### src/rtl/npu_shift_pkg.sv
// Shared helpers for the NPU shift datapaths (left-shift restore and
// right-shift requant): lossless width derivation and saturating clip.
package npu_shift_pkg;

    localparam int SAT_MAX_W = 64;

    typedef struct packed {
        logic                        sat;
        logic signed [SAT_MAX_W-1:0] data;
    } sat_res_t;

    function automatic int full_width(input int in_w, input int s_w);
        return in_w + (1 << s_w) - 1;
    endfunction

    // Clip a wide signed value into a signed field of the given width.
    function automatic sat_res_t sat_clip(
        input logic signed [SAT_MAX_W-1:0] value,
        input int                          width
    );
        logic signed [SAT_MAX_W-1:0] lim;
        sat_res_t                    r;
        lim   = 64'sd1 <<< (width - 1);
        r.sat = 1'b1;
        if (value > lim - 64'sd1) begin
            r.data = lim - 64'sd1;
        end else if (value < -lim) begin
            r.data = -lim;
        end else begin
            r.data = value;
            r.sat  = 1'b0;
        end
        return r;
    endfunction

endpackage

### src/rtl/left_shifter.sv
// Sign-extend then shift left; the intermediate is wide enough to be exact.
module left_shifter #(
    parameter int IN_WIDTH   = 10,
    parameter int IN_S_WIDTH = 3,
    parameter int FULL_WIDTH = 17
) (
    input  logic signed [IN_WIDTH-1:0]   i_data,
    input  logic        [IN_S_WIDTH-1:0] i_shift,
    output logic signed [FULL_WIDTH-1:0] o_full
);

    assign o_full = FULL_WIDTH'(i_data) <<< i_shift;

endmodule

### src/rtl/left_shift_sat_pipe.sv
// Two-stage streaming signed left shifter with output saturation and a
// sticky count of clipped beats delivered downstream.
module left_shift_sat_pipe
    import npu_shift_pkg::*;
#(
    parameter int IN_WIDTH   = 10,
    parameter int IN_S_WIDTH = 3,
    parameter int OUT_WIDTH  = 15,
    parameter int CNT_WIDTH  = 16
) (
    input  logic                        i_clk,
    input  logic                        i_reset,
    input  logic                        i_valid,
    output logic                        o_ready,
    input  logic signed [IN_WIDTH-1:0]  i_data,
    input  logic [IN_S_WIDTH-1:0]       i_shift_value,
    output logic                        o_valid,
    input  logic                        i_ready,
    output logic signed [OUT_WIDTH-1:0] o_data,
    output logic                        o_sat,
    input  logic                        i_sat_clr,
    output logic [CNT_WIDTH-1:0]        o_sat_cnt
);

    localparam int FULL_WIDTH = full_width(IN_WIDTH, IN_S_WIDTH);

    logic                         w_adv1;
    logic                         w_adv2;
    logic                         w_xfer_sat;
    logic signed [FULL_WIDTH-1:0] w_full;
    sat_res_t                     w_clip;
    logic                         r_s1_valid;
    logic signed [FULL_WIDTH-1:0] r_s1_full;

    left_shifter #(
        .IN_WIDTH   (IN_WIDTH),
        .IN_S_WIDTH (IN_S_WIDTH),
        .FULL_WIDTH (FULL_WIDTH)
    ) u_shl (
        .i_data  (i_data),
        .i_shift (i_shift_value),
        .o_full  (w_full)
    );

    assign w_adv2     = !o_valid || i_ready;
    assign w_adv1     = !r_s1_valid || w_adv2;
    assign o_ready    = w_adv1;
    assign w_clip     = sat_clip(SAT_MAX_W'(r_s1_full), OUT_WIDTH);
    assign w_xfer_sat = o_valid && i_ready && o_sat;

    always_ff @(posedge i_clk or posedge i_reset) begin
        if (i_reset) begin
            r_s1_valid <= 1'b0;
            r_s1_full  <= '0;
        end else if (w_adv1) begin
            r_s1_valid <= i_valid;
            if (i_valid) begin
                r_s1_full <= w_full;
            end
        end
    end

    // Output holds its beat while the consumer stalls.
    always_ff @(posedge i_clk or posedge i_reset) begin
        if (i_reset) begin
            o_valid <= 1'b0;
            o_data  <= '0;
            o_sat   <= 1'b0;
        end else if (w_adv2) begin
            o_valid <= r_s1_valid;
            if (r_s1_valid) begin
                o_data <= w_clip.data[OUT_WIDTH-1:0];
                o_sat  <= w_clip.sat;
            end
        end
    end

    always_ff @(posedge i_clk or posedge i_reset) begin
        if (i_reset) begin
            o_sat_cnt <= '0;
        end else if (i_sat_clr) begin
            o_sat_cnt <= '0;
        end else if (w_xfer_sat && (o_sat_cnt != {CNT_WIDTH{1'b1}})) begin
            o_sat_cnt <= o_sat_cnt + CNT_WIDTH'(1);
        end
    end

endmodule

### config.mk
export PLATFORM = sky130hd
export DESIGN_NAME = left_shift_sat_pipe
export DESIGN_NICKNAME = d
export VERILOG_FILES = /design/src/rtl/npu_shift_pkg.sv /design/src/rtl/left_shifter.sv /design/src/rtl/left_shift_sat_pipe.sv
export SDC_FILE = /design/constraint.sdc
export NUM_CORES = 1
export LEC_CHECK = 0
export BUFFER_PORTS_ARGS = -buffer_cell sky130_fd_sc_hd__buf_2
export CORE_MARGIN = 2
export CORE_UTILIZATION = 36
export CTS_BUF_LIST = sky130_fd_sc_hd__clkbuf_8
export DETAILED_ROUTE_END_ITERATION = 8
export PLACE_DENSITY = 0.66
export REMOVE_ABC_BUFFERS = 1
export SYNTH_ARGS = -nofsm -noshare
export SYNTH_HDL_FRONTEND = slang
export SYNTH_SLANG_ARGS = --single-unit
export TNS_END_PERCENT = 10
### constraint.sdc
create_clock -name i_clk -period 2.9 [get_ports i_clk]
set_input_delay 0 -clock i_clk [delete_from_list [all_inputs] [get_ports i_clk]]
set_output_delay 0 -clock i_clk [all_outputs]
set_load 0.02 [all_outputs]
==> flow_summary.toml <==
[cts]
clockBufferDepth = 2
clkLatencyLatePin_ns = 0.31
cts.sinks = 51
cts_buffers = 5
root_buffer = "clkbuf_8"
h-tree-depth = 2
path_clk_slew_ns = 0.10
cts_resized = 0
cts_tree = "done"

[floorplanning]
start_util_pct = 37.56
die_w_um = 91.23
io_pins = 52
core_mm2 = 0.007292
fp.dieH_um = 91.23
core.rowCount = 31
die_area_mm2 = 0.008322

[global_route]
overflow = 0
use_met2_pct = 24.38
grt_use_met3_pct = 3.071
grt_pass1_vias = 2122
grt_pass1_wl_um = 9963
antenna_found_initial = 0
grt_max_degree = 52
track_usage_pct = 14.59
top_usage_layer = "met2"
use_met1_pct = 19.31

[yosys]
async_flop_share_pct = 100.0
synth_area_leader_cell = "dfrtp_1"
yosys.area.top_type_share_pct = 46.60
ys_warn_count = 0
synth_cell_types = 44
avgSynthCellArea_um2 = 9.610
ys_seq_area_share_pct = 46.60
yosys-top-cells-area = "dfrtp_1 (47%), o21ai_0 (8.6%), nand2_1 (6.2%), mux2i_1 (5.5%), mux4_2 (4.1%)"
syn_inst = 285
synth_edf_count = 0
ys.flop_type = "dfrtp_1"
netlist_area_mm2 = 0.002739
synth_seq_cells = 51

[placed_design]
place.gp.congestion = 0.8071
dpl.hpwl_um = 4124
dpl_worst_slack_ns = 1.143
port_buffers = 51

[worst_setup_path]
cpPeakStageDelay_ns = 0.42
cp_slowest_cell = "or4_1"
critical_path_cell_count = 5
r2r_cells = 5
path_class = "reg -> reg"
cp_top_family = "simple AND/OR/NAND/NOR gates"
arrival_ns = 2.01
start_kind = "flop"
crit_fanout = 5
path_buf_inv = 0
cp_cell_sequence = "ha_1 > nand4_2 > o21bai_1 > or4_1 > a21oi_1"
crit_path_end_kind = "flop"
crit_required_ns = 3.13

[drt]
routedWlPerCell_um = 13.14
first_iter_violations = 61
drc = 0
dr.pass1.iters = 4
drt_wl_total_um = 5623
vias = 2214
viasPerCell = 5.173
ant_nets = 0

[finish]
areaGrowthSynthToFinish_pct = 15.44
num_antenna_cells = 0
final_cell_mix = "buf_2 (51), dfrtp_1 (51), o21ai_0 (47)"
fin_nets = 347
multi_input_area_mm2 = 0.001373
seq_area_mm2 = 0.001276
drive_gt1_share_pct = 24.32
fillCellCount = 770

[sta]
fmax_mhz = 562.6
slew_headroom_pct = 29.63
setup_violations = 0
slew_viol_final = 0
rsz0062_at_grt = "false"
skew_ns = 0.009499
worstMarginPinSlew_ns = 1.054
post-route-min-period_ns = 1.777
finalHoldViolCount = 0
fin_crit_sh_pct = 61.29
fin_tns_setup_ns = 0
worst_slack_ns = 1.123

[run_status]
status = "complete, no violations"

[power]
powerDensity_mw_per_mm2 = 526.8
vdd_drop_max_mv = 0.1896
p_leak_nw = 1.426

[run]
max-cap-violations = 0

[hold_path]
hold_path_class = "in -> reg"
hold_depth = 3
## sequential cells by signal, summed over array words and instances (netlist names)
register and count:
r_s1_valid 1, o_data 15, o_valid 1, o_sat 1, o_sat_cnt 16, r_s1_full 17
## worst reg2reg max path, cell delays in order (launching register included)
cell and delay, ns:
dfrtp_1 0.41, ha_1 0.27, nand4_2 0.19, o21bai_1 0.26
or4_1 0.42, a21oi_1 0.16
## what timing repair did
| item | 4_1_cts | 5_1_grt |
|---|---|---|
| endpoints found under the hold margin | 10 | 0 |
| setup buffers | 0 | 0 |
| hold buffers | 3 | 0 |
## kinds of logic after synthesis
family                   Yosys count  synth area share (%)
adder cells (fa/ha/maj)            1                0.4568
AND/OR/NAND/NOR                  103                 20.74
flip-flops                        51                 46.60
multiplexers                      24                 11.24
buffers and inverters             22                 3.289
AO/OA/AOI/OAI                     84                 17.68
## synth_stat cells (2+ instances only)
cell type / instances
or4_1: 6
nand2b_1: 5
nand2_1: 45
nand3_1: 7
nor2b_1: 2
o31ai_1: 7
mux2_2: 3
or3_1: 5
nand4_1: 3
a21oi_1: 20
nand4_4: 2
nor3_1: 2
o21ai_0: 47
mux2i_1: 15
mux4_2: 5
inv_1: 3
a22o_1: 2
clkbuf_1: 13
nor2_1: 14
a211oi_1: 2
dfrtp_1: 51
and3_1: 2
buf_2: 3
## power breakdown
group | internal [mW] | switching [mW] | total, mW | leakage (nW)
Sequential | 0.806 | 0.0625 | 0.869 | 0.662
Combinational | 0.139 | 0.244 | 0.383 | 0.723
Clock | 0.168 | 0.246 | 0.414 | 0.0402
Total | 1.11 | 0.552 | 1.67 | 1.43
## layer usage
metal	up-vias	wire (µm)
li1	1124	-
met1	1035	2646
met2	50	2652
met3	5	279
met4	0	44
met5	-	0
## area by class of cell
type                       count  area share, %
inverter                       4         0.4749
clock buffer                   5          2.176
sequential                    51          40.36
clock inverter                 3         0.6332
timing repair buffer          54          9.023
tap                           99          3.918
multi-input combinational    212          43.41
## metrics by stage
stage	area [µm²]	utilization, %	hold slack [ns]	power (mW)	std cells
after global routing	3162	43.36	0.04146	1.782	428
after floorplan	2664	-	0.06314	1.125	267
final	3162	43.36	0.01507	1.666	428
after detailed placement	3043	41.73	0.2389	1.275	417
after global placement	3043	41.73	0.2255	1.266	417
after CTS	3162	43.36	0.01107	1.693	428
## path summary, 6_finish.rpt
path | startpoint | to | slack [ns]
min in group asynchronous | i_reset | o_data[13]$_DFFE_PP0P_ | 0.50
setup / recovery | o_sat_cnt[0]$_DFFE_PP0P_ | o_sat_cnt[12]$_DFFE_PP0P_ | 1.12
setup reg to reg | o_sat_cnt[0]$_DFFE_PP0P_ | o_sat_cnt[12]$_DFFE_PP0P_ | 1.12
hold reg to reg | o_data[13]$_DFFE_PP0P_ | o_data[13]$_DFFE_PP0P_ | 0.48
hold / removal | i_ready | o_valid$_DFFE_PP0P_ | 0.02
max in group asynchronous | i_reset | o_sat_cnt[15]$_DFFE_PP0P_ | 1.76
No activity file was read; power rests on OpenSTA's default activity.
